`src/rtl/if_fetch_stage_if.sv`:
```
// Instruction-memory bus between the fetch stage and the instruction memory.
// The fetch stage drives the address; the memory returns the word in the same cycle.
interface if_fetch_stage_if #(
    parameter int PC_W    = 8,
    parameter int INSTR_W = 16
);
    logic [PC_W-1:0]    imem_addr;
    logic [INSTR_W-1:0] imem_data;

    modport master (output imem_addr, input imem_data);
    modport slave  (input imem_addr, output imem_data);
endinterface

```
`src/rtl/if_fetch_stage.sv`:
```
// Instruction-fetch stage: owns the PC, addresses instruction memory and
// registers the fetched word into the IF/ID pipeline register. Handles
// load-use stalls, EX branch redirects, flushes and a HALT opcode.
module if_fetch_stage #(
    parameter int                 PC_W        = 8,
    parameter int                 INSTR_W     = 16,
    parameter int                 PC_STEP     = 2,
    parameter logic [PC_W-1:0]    RESET_PC    = 8'h00,
    parameter logic [3:0]         HALT_OPCODE = 4'hF,
    parameter logic [INSTR_W-1:0] NOP_INSTR   = 16'h0000
) (
    input  logic               clk,
    input  logic               rst,
    input  logic               stall,
    input  logic               flush,
    input  logic               branch_taken,
    input  logic [PC_W-1:0]    branch_target,
    if_fetch_stage_if.master   imem,
    output logic [PC_W-1:0]    pc,
    output logic [INSTR_W-1:0] if_id_instr,
    output logic [PC_W-1:0]    if_id_pc_plus,
    output logic               if_id_valid,
    output logic               halted
);

    typedef enum logic [0:0] {
        ST_FETCH = 1'b0,
        ST_HALT  = 1'b1
    } state_t;

    state_t             state_r;
    logic [PC_W-1:0]    pc_r;
    logic [INSTR_W-1:0] instr_r;
    logic [PC_W-1:0]    pc_plus_r;
    logic               valid_r;
    logic               halted_r;

    logic [PC_W-1:0]    pc_next_seq_s;
    logic [PC_W-1:0]    target_s;
    logic               is_halt_s;

    // Sequential PC wraps modulo 2^PC_W; branch targets are forced to even addresses.
    assign pc_next_seq_s = pc_r + PC_W'(PC_STEP);
    assign target_s      = branch_target & {{(PC_W-1){1'b1}}, 1'b0};
    assign is_halt_s     = (imem.imem_data[INSTR_W-1 -: 4] == HALT_OPCODE);

    assign imem.imem_addr = pc_r;
    assign pc             = pc_r;
    assign if_id_instr    = instr_r;
    assign if_id_pc_plus  = pc_plus_r;
    assign if_id_valid    = valid_r;
    assign halted         = halted_r;

    // Fetch/halt state machine updating the PC and the IF/ID register each edge.
    always_ff @(posedge clk or negedge rst) begin
        if (!rst) begin
            state_r   <= ST_FETCH;
            halted_r  <= 1'b0;
            pc_r      <= RESET_PC;
            instr_r   <= NOP_INSTR;
            pc_plus_r <= {PC_W{1'b0}};
            valid_r   <= 1'b0;
        end else begin
            case (state_r)
                ST_FETCH: begin
                    if (branch_taken) begin
                        // Redirect wins over stall and flush.
                        pc_r      <= target_s;
                        instr_r   <= NOP_INSTR;
                        pc_plus_r <= {PC_W{1'b0}};
                        valid_r   <= 1'b0;
                    end else if (stall) begin
                        if (flush) begin
                            instr_r   <= NOP_INSTR;
                            pc_plus_r <= {PC_W{1'b0}};
                            valid_r   <= 1'b0;
                        end else begin
                            pc_r <= pc_r;
                        end
                    end else if (flush) begin
                        pc_r      <= pc_next_seq_s;
                        instr_r   <= NOP_INSTR;
                        pc_plus_r <= {PC_W{1'b0}};
                        valid_r   <= 1'b0;
                    end else begin
                        instr_r   <= imem.imem_data;
                        pc_plus_r <= pc_next_seq_s;
                        valid_r   <= 1'b1;
                        if (is_halt_s) begin
                            // HALT word goes to decode; PC parks on it.
                            state_r  <= ST_HALT;
                            halted_r <= 1'b1;
                        end else begin
                            pc_r <= pc_next_seq_s;
                        end
                    end
                end
                ST_HALT: begin
                    if (branch_taken) begin
                        // The halt was on the wrong path; resume at the target.
                        state_r   <= ST_FETCH;
                        halted_r  <= 1'b0;
                        pc_r      <= target_s;
                        instr_r   <= NOP_INSTR;
                        pc_plus_r <= {PC_W{1'b0}};
                        valid_r   <= 1'b0;
                    end else if (stall) begin
                        pc_r <= pc_r;
                    end else begin
                        instr_r   <= NOP_INSTR;
                        pc_plus_r <= {PC_W{1'b0}};
                        valid_r   <= 1'b0;
                    end
                end
                default: begin
                    state_r   <= ST_FETCH;
                    halted_r  <= 1'b0;
                    instr_r   <= NOP_INSTR;
                    pc_plus_r <= {PC_W{1'b0}};
                    valid_r   <= 1'b0;
                end
            endcase
        end
    end

endmodule

```
`src/flat_wrapper.sv`:
```
// flat-port wrapper written by rule: the top's interface ports become plain ports
module if_fetch_stage_flat 
#(
    parameter int                 PC_W        = 8,
    parameter int                 INSTR_W     = 16,
    parameter int                 PC_STEP     = 2,
    parameter logic [PC_W-1:0]    RESET_PC    = 8'h00,
    parameter logic [3:0]         HALT_OPCODE = 4'hF,
    parameter logic [INSTR_W-1:0] NOP_INSTR   = 16'h0000
)
  (clk, rst, stall, flush, branch_taken, branch_target, pc, if_id_instr, if_id_pc_plus, if_id_valid, halted, imem_imem_addr, imem_imem_data);
  if_fetch_stage_if #(.PC_W(PC_W), .INSTR_W(INSTR_W)) imem_i ();
  input  logic clk;
  input  logic rst;
  input  logic stall;
  input  logic flush;
  input  logic branch_taken;
  input  logic [PC_W-1:0] branch_target;
  output logic [PC_W-1:0] pc;
  output logic [INSTR_W-1:0] if_id_instr;
  output logic [PC_W-1:0] if_id_pc_plus;
  output logic if_id_valid;
  output logic halted;
  output wire logic [$bits(imem_i.imem_addr)-1:0] imem_imem_addr;
  input wire logic [$bits(imem_i.imem_data)-1:0] imem_imem_data;
  assign imem_imem_addr = imem_i.imem_addr;
  assign imem_i.imem_data = imem_imem_data;
  if_fetch_stage #(.PC_W(PC_W), .INSTR_W(INSTR_W), .PC_STEP(PC_STEP), .RESET_PC(RESET_PC), .HALT_OPCODE(HALT_OPCODE), .NOP_INSTR(NOP_INSTR)) u_core (.clk(clk), .rst(rst), .stall(stall), .flush(flush), .branch_taken(branch_taken), .branch_target(branch_target), .imem(imem_i), .pc(pc), .if_id_instr(if_id_instr), .if_id_pc_plus(if_id_pc_plus), .if_id_valid(if_id_valid), .halted(halted));
endmodule
```
`config.mk`:
```
export PLATFORM = sky130hd
export DESIGN_NAME = if_fetch_stage_flat
export DESIGN_NICKNAME = d
export VERILOG_FILES = /design/src/rtl/if_fetch_stage_if.sv /design/src/rtl/if_fetch_stage.sv /design/src/flat_wrapper.sv
export SDC_FILE = /design/constraint.sdc
export NUM_CORES = 1
export LEC_CHECK = 0
export ABC_AREA = 1
export BUFFER_PORTS_ARGS = -buffer_cell sky130_fd_sc_hd__buf_2
export CAP_MARGIN = 5
export CORE_MARGIN = 2
export CORE_UTILIZATION = 50
export DETAILED_ROUTE_END_ITERATION = 7
export PLACE_DENSITY = 0.89
export SKIP_CTS_REPAIR_TIMING = 1
export SYNTH_ARGS = -nofsm -noshare
export SYNTH_HDL_FRONTEND = slang
export SYNTH_SLANG_ARGS = --single-unit
```
`constraint.sdc`:
```
create_clock -name clk -period 3.5 [get_ports clk]
set_input_delay 0.7 -clock clk [delete_from_list [all_inputs] [get_ports clk]]
set_output_delay 0.7 -clock clk [all_outputs]
set_load 0.005 [all_outputs]
```
* Yosys cells after proc, flatten, opt, wreduce, memory -nomap -nowiden
Index checks and enable logic that the tools add are counted.
** Operators by class
- Multipliers :: 0
- Magnitude comparators :: 0
- Bitwise logic cells :: 1
- Div/mod/pow operators :: 0
- Muxes and demuxes :: 39
- Reduce and logical (&&, ||, !) cells :: 3
- Equal/unequal tests :: 10
- Shift operators :: 0
- Add/subtract/negate cells :: 1
** Operator list (number)
- 2-to-1 mux 16 bit :: 6
- 2-to-1 mux 8 bit :: 11
- one-hot mux 16 bit (2 select lines) :: 1
- one-hot mux 8 bit (2 select lines) :: 2
- 2-to-1 mux 1 bit :: 16
- adder 8 x 2 -> 8 bit, second input constant :: 1
- != test 2 bit, second input constant :: 4
- != test 4 bit, second input constant :: 2
- != test 3 bit, second input constant :: 2
- one-hot mux 1 bit (2 select lines) :: 3
- AND reduction 5 bit :: 1
- == test 4 bit, second input constant :: 1
- AND reduction 3 bit :: 1
- != test 2 x 1 -> 1 bit, second input constant :: 1
- AND reduction 2 bit :: 1
- inverter 1 bit :: 1
** Word-level totals
- Flip-flop bits (word level) :: 35
- Memory bits (writable) :: 0
- Bits in read-only memories :: 0
- Output and inout port bits :: 42
- Logic and storage cells :: 60
- Memories kept :: 0
- Input bits :: 29
- Latch bits :: 0

* Logic depth before layout (Yosys ltp)
- Depth after elaboration :: 6
- Gate-level depth with buffers :: 9
- Depth with buffers taken out :: 8

* Worst setup path after synthesis
Ideal clock, no wire load.
- Kind :: input port to flip-flop
- Start point :: input port flush
- End point :: register u_core.pc_r[5], in the netlist u_core.imem.imem_addr[5]
- Cell stages on the path :: 9
- Arrival :: 1.301 ns
- Library setup time :: 0.117 ns
- Required time :: 3.383 ns
- Setup slack :: 2.083 ns
- Buffers on the path :: 1
- Cell sequence :: inv_1 -> nand2_1 -> nor2_1 -> nand2_1 -> nand2_1 -> buf_2 -> nor2_1 -> nand2_1 -> nand2_1
** On the way
- Word-level cells in the longest chain between the ends :: 4
- Elaborated cells between the ends (all ways) :: 6
- Those cells by class :: eq/ne: 1; mux: 4; reduce/logical: 1
** RTL lines
- start, declared :: line flat_wrapper.sv:16 : input logic flush;
- 2-to-1 mux 8 bit :: line if_fetch_stage.sv:80 : end else if (flush) begin
- 2-to-1 mux 8 bit :: line if_fetch_stage.sv:72 : end else if (stall) begin
- 2-to-1 mux 8 bit :: line if_fetch_stage.sv:66 : if (branch_taken) begin
- one-hot mux 8 bit (2 select lines) :: line if_fetch_stage.sv:64 : case (state_r)
- end signal, assigned :: line if_fetch_stage.sv:68 : pc_r <= target_s;
- end signal, assigned :: line if_fetch_stage.sv:78 : pc_r <= pc_r;
- end signal, assigned :: line if_fetch_stage.sv:81 : pc_r <= pc_next_seq_s;
- end, declared :: line if_fetch_stage.sv:32 : logic [PC_W-1:0] pc_r;
Several ways; a longest one is shown, not always the timed one. The select of a mux whose other input is x is not followed.
A chain may end at the register's enable or synchronous reset.

* Worst setup path in the final report
- Start point :: register u_core.pc_r[4], in the netlist u_core.imem.imem_addr[4]
- End point :: output port pc[4]
** RTL lines
- end, declared :: line flat_wrapper.sv:19 : output logic [PC_W-1:0] pc;
No word-level cell between the ends.

==> impl_metrics.tcl <==
set metrics [dict create \
    status "finished, final reports clean" \
    fmax_mhz 595 \
    grt_overflow_total 0 \
    cp-start-kind "flip-flop" \
    synth_area_sq_um 1620 \
    route.detailed.wl_per_inst_microns 10.3 \
    intPower_uw 583 \
    finalCriticalPeriod_ns 1.68 \
    die_width_microns 61.0 \
    cts_buffers 5 \
    fin_cells 323 \
    hpwl_microns 2480 \
    cp_slowest_cell "dfrtp_1" \
    cap_violations 0 \
    clkPwrFrac_pct 27.8 \
    critPathTopFamily "flip-flops" \
    cp.buffers_inverters 1 \
    comb_power_share_pct 18.4 \
    tightest_slew_ns 0.717 \
    seq_power_share_pct 53.8 \
    drc 0 \
    dieArea_sq_um 3720 \
    drive_gt1_share_pct 29.4 \
    drv_slew 0 \
    place_inst 315 \
    portBuffers 67 \
    grt_antenna_before_repair 0 \
    grt_pass1_wl_microns 5330 \
    syn_inst 216 \
    viasPerCell 4.54 \
    power.switching_uw 250 \
    skew_ns 0.0123 \
    cp_cell_sequence "buf_2" \
    drt-total-wl_microns 3330 \
    dr.pass1.iters 4 \
    p_leak_uw 0.00125 \
    max_stage_delay_ns 0.48 \
    htreeDepth 2 \
    tritoncts "done" \
    netSwitchingFraction_pct 30.0 \
    clkTransAtPathRegs_ns 0.11 \
    grt_busiest_layer "met2" \
    hold_viol_final 0 \
    drt.antenna.violating_nets 0 \
    ys_seq_area_share_pct 52.4 \
    critPathArrivalTime_ns 0.98 \
    fillers 290 \
    rsz0062_at_grt "false" \
    stdcell_area_sq_um 2000 \
    place_congestion 0.820 \
    clockRootBuffer "clkbuf_4" \
    drtIter0Drc 36 \
    required_ns 2.80 \
    fin_util_pct 64.9 \
    period_share_pct 48.0 \
    endpoint_kind "primary output" \
    power.density_nw_per_um2 417 \
    setup_slack_ns 1.82 \
    critPathKind "flip-flop to primary output" \
    avgSynthCellArea_sq_um 7.52 \
    yosysWarnings 0 \
    via_count 1465 \
    yosysUniqueCellTypes 17 \
    relSlewSlack_pct 52.2 \
    num_rows 20 \
    place_area_sq_um 1930 \
    area_growth_pct 23.0 \
    ios 71 \
    use_met3_pct 5.97 \
    report.final.setup_viol 0 \
    cp_max_fo 7 \
    clk_latency_ns 0.34 \
    start_util_pct 52.8 \
    synth_seq_cells 34 \
    grt_max_degree 35 \
    hold_class "primary input to asynchronous set/reset pin" \
    met2_usage_pct 33.2 \
    clk_path_buf_depth 2 \
    antennaDiodeCount 0 \
    nNetsFinal 308 \
    fp.coreArea_sq_um 3080 \
    dp_slack_ns 1.70 \
    cts_sinks 34 \
    track_usage_pct 19.9 \
    first_global_vias 1278 \
    grt_util_met1_pct 22.7 \
    irDropWorstVdd_mv 0.209 \
    tns_ns 0 \
    die_h_microns 61.0 \
]
## cell usage after synthesis, drive strengths merged
| library cell | number | area, sq um |
|---|---|---|
| a22oi | 1 | 7.51 |
| buf | 14 | 92.6 |
| conb | 1 | 3.75 |
| dfrtp | 34 | 851 |
| ha | 1 | 12.5 |
| inv | 19 | 71.3 |
| nand2 | 109 | 409 |
| nand3 | 8 | 40.0 |
| nand4 | 1 | 6.26 |
| nor2 | 16 | 62.6 |
| nor3 | 1 | 10.0 |
| o211ai | 1 | 7.51 |
| o21ai | 10 | 50.1 |
## cells by family (layout without fill, tap and decap cells)
logic type | after synthesis | after routing | synth area share (%)
AND/OR/NAND/NOR | 135 | 135 | 32.5
flip-flops | 34 | 34 | 52.4
buffers and inverters | 33 | 95 | 10.1
AO/OA/AOI/OAI | 12 | 12 | 4.01
adder cells (fa/ha/maj) | 1 | 1 | 0.770
other | 1 | 2 | 0.231
## worst paths after layout
kind | from | end | slack (ns) | cells past startpoint
hold / removal | rst | u_core.if_id_instr[1]$_DFFE_PN0P_ | 0.40 | 1
setup / recovery | u_core.imem.imem_addr[4]$_DFFE_PN0P_ | pc[4] | 1.82 | 1
min in group clk | u_core.if_id_instr[6]$_DFFE_PN0P_ | u_core.if_id_instr[6]$_DFFE_PN0P_ | 0.48 | 2
max in group asynchronous | rst | u_core.imem.imem_addr[1]$_DFFE_PN0P_ | 2.63 | 1
setup reg to reg | u_core.state_r$_DFF_PN0_ | u_core.imem.imem_addr[3]$_DFFE_PN0P_ | 2.10 | 8
hold reg to reg | u_core.if_id_instr[6]$_DFFE_PN0P_ | u_core.if_id_instr[6]$_DFFE_PN0P_ | 0.48 | 2
## sequential cells by signal, indices dropped and copies added, names as in the netlist
signal and flops:
u_core.if_id_instr 16, u_core.if_id_valid 1, u_core.state_r 1, u_core.if_id_pc_plus 8, u_core.imem.imem_addr 7, u_core.halted 1
## per-layer routing
metal | part of all wire (%) | routed length, microns
met5 | 0 | 0
met4 | 1.7 | 57
met3 | 7.4 | 247
met2 | 46 | 1530
met1 | 45 | 1490
## cell type report
class,instances,area [sq um],share of cell area (%)
multi-input combinational,150,613,30.7
timing repair buffer,68,343,17.2
clock buffer,6,51.3,2.57
sequential,34,851,42.6
clock inverter,2,12.5,0.627
inverter,19,71.3,3.57
tap,44,55.1,2.76
## per-stage QoR
| stage | hold slack (ns) | power [uW] |
|---|---|---|
| after floorplan | 0.404 | 548 |
| after global placement | 0.448 | 606 |
| after detailed placement | 0.454 | 611 |
| after CTS | 0.414 | 842 |
| after global routing | 0.446 | 883 |
| final | 0.401 | 833 |
## placed cells by master, fill, tap and decap left out
master / netlist / layout
nand3_1: 8 / 8
clkbuf_4: 0 / 5
inv_1: 15 / 15
nor2_2: 1 / 1
o21ai_0: 8 / 8
o21ai_1: 2 / 2
clkbuf_8: 0 / 1
clkinvlp_4: 0 / 1
ha_1: 1 / 1
clkinv_2: 0 / 1
nor2_1: 15 / 15
o211ai_1: 1 / 1
dfrtp_1: 34 / 34
nor3_2: 1 / 1
conb_1: 1 / 2
nand4_1: 1 / 1
a22oi_1: 1 / 1
nand2_1: 109 / 109
inv_2: 4 / 4
buf_2: 5 / 67
buf_4: 9 / 1
## power by group through the flow
| stage | Clock [uW] | Combinational [uW] | Sequential (uW) |
|---|---|---|---|
| 6_report | 232 | 153 | 448 |
| 5_1_grt | 252 | 177 | 453 |
| 4_1_cts | 238 | 157 | 448 |
| 3_5_place_dp | 0 | 156 | 456 |
| 3_3_place_gp | 0 | 152 | 454 |
| 2_1_floorplan | 0 | 93.1 | 455 |
(Power assumes the default switching activity.)
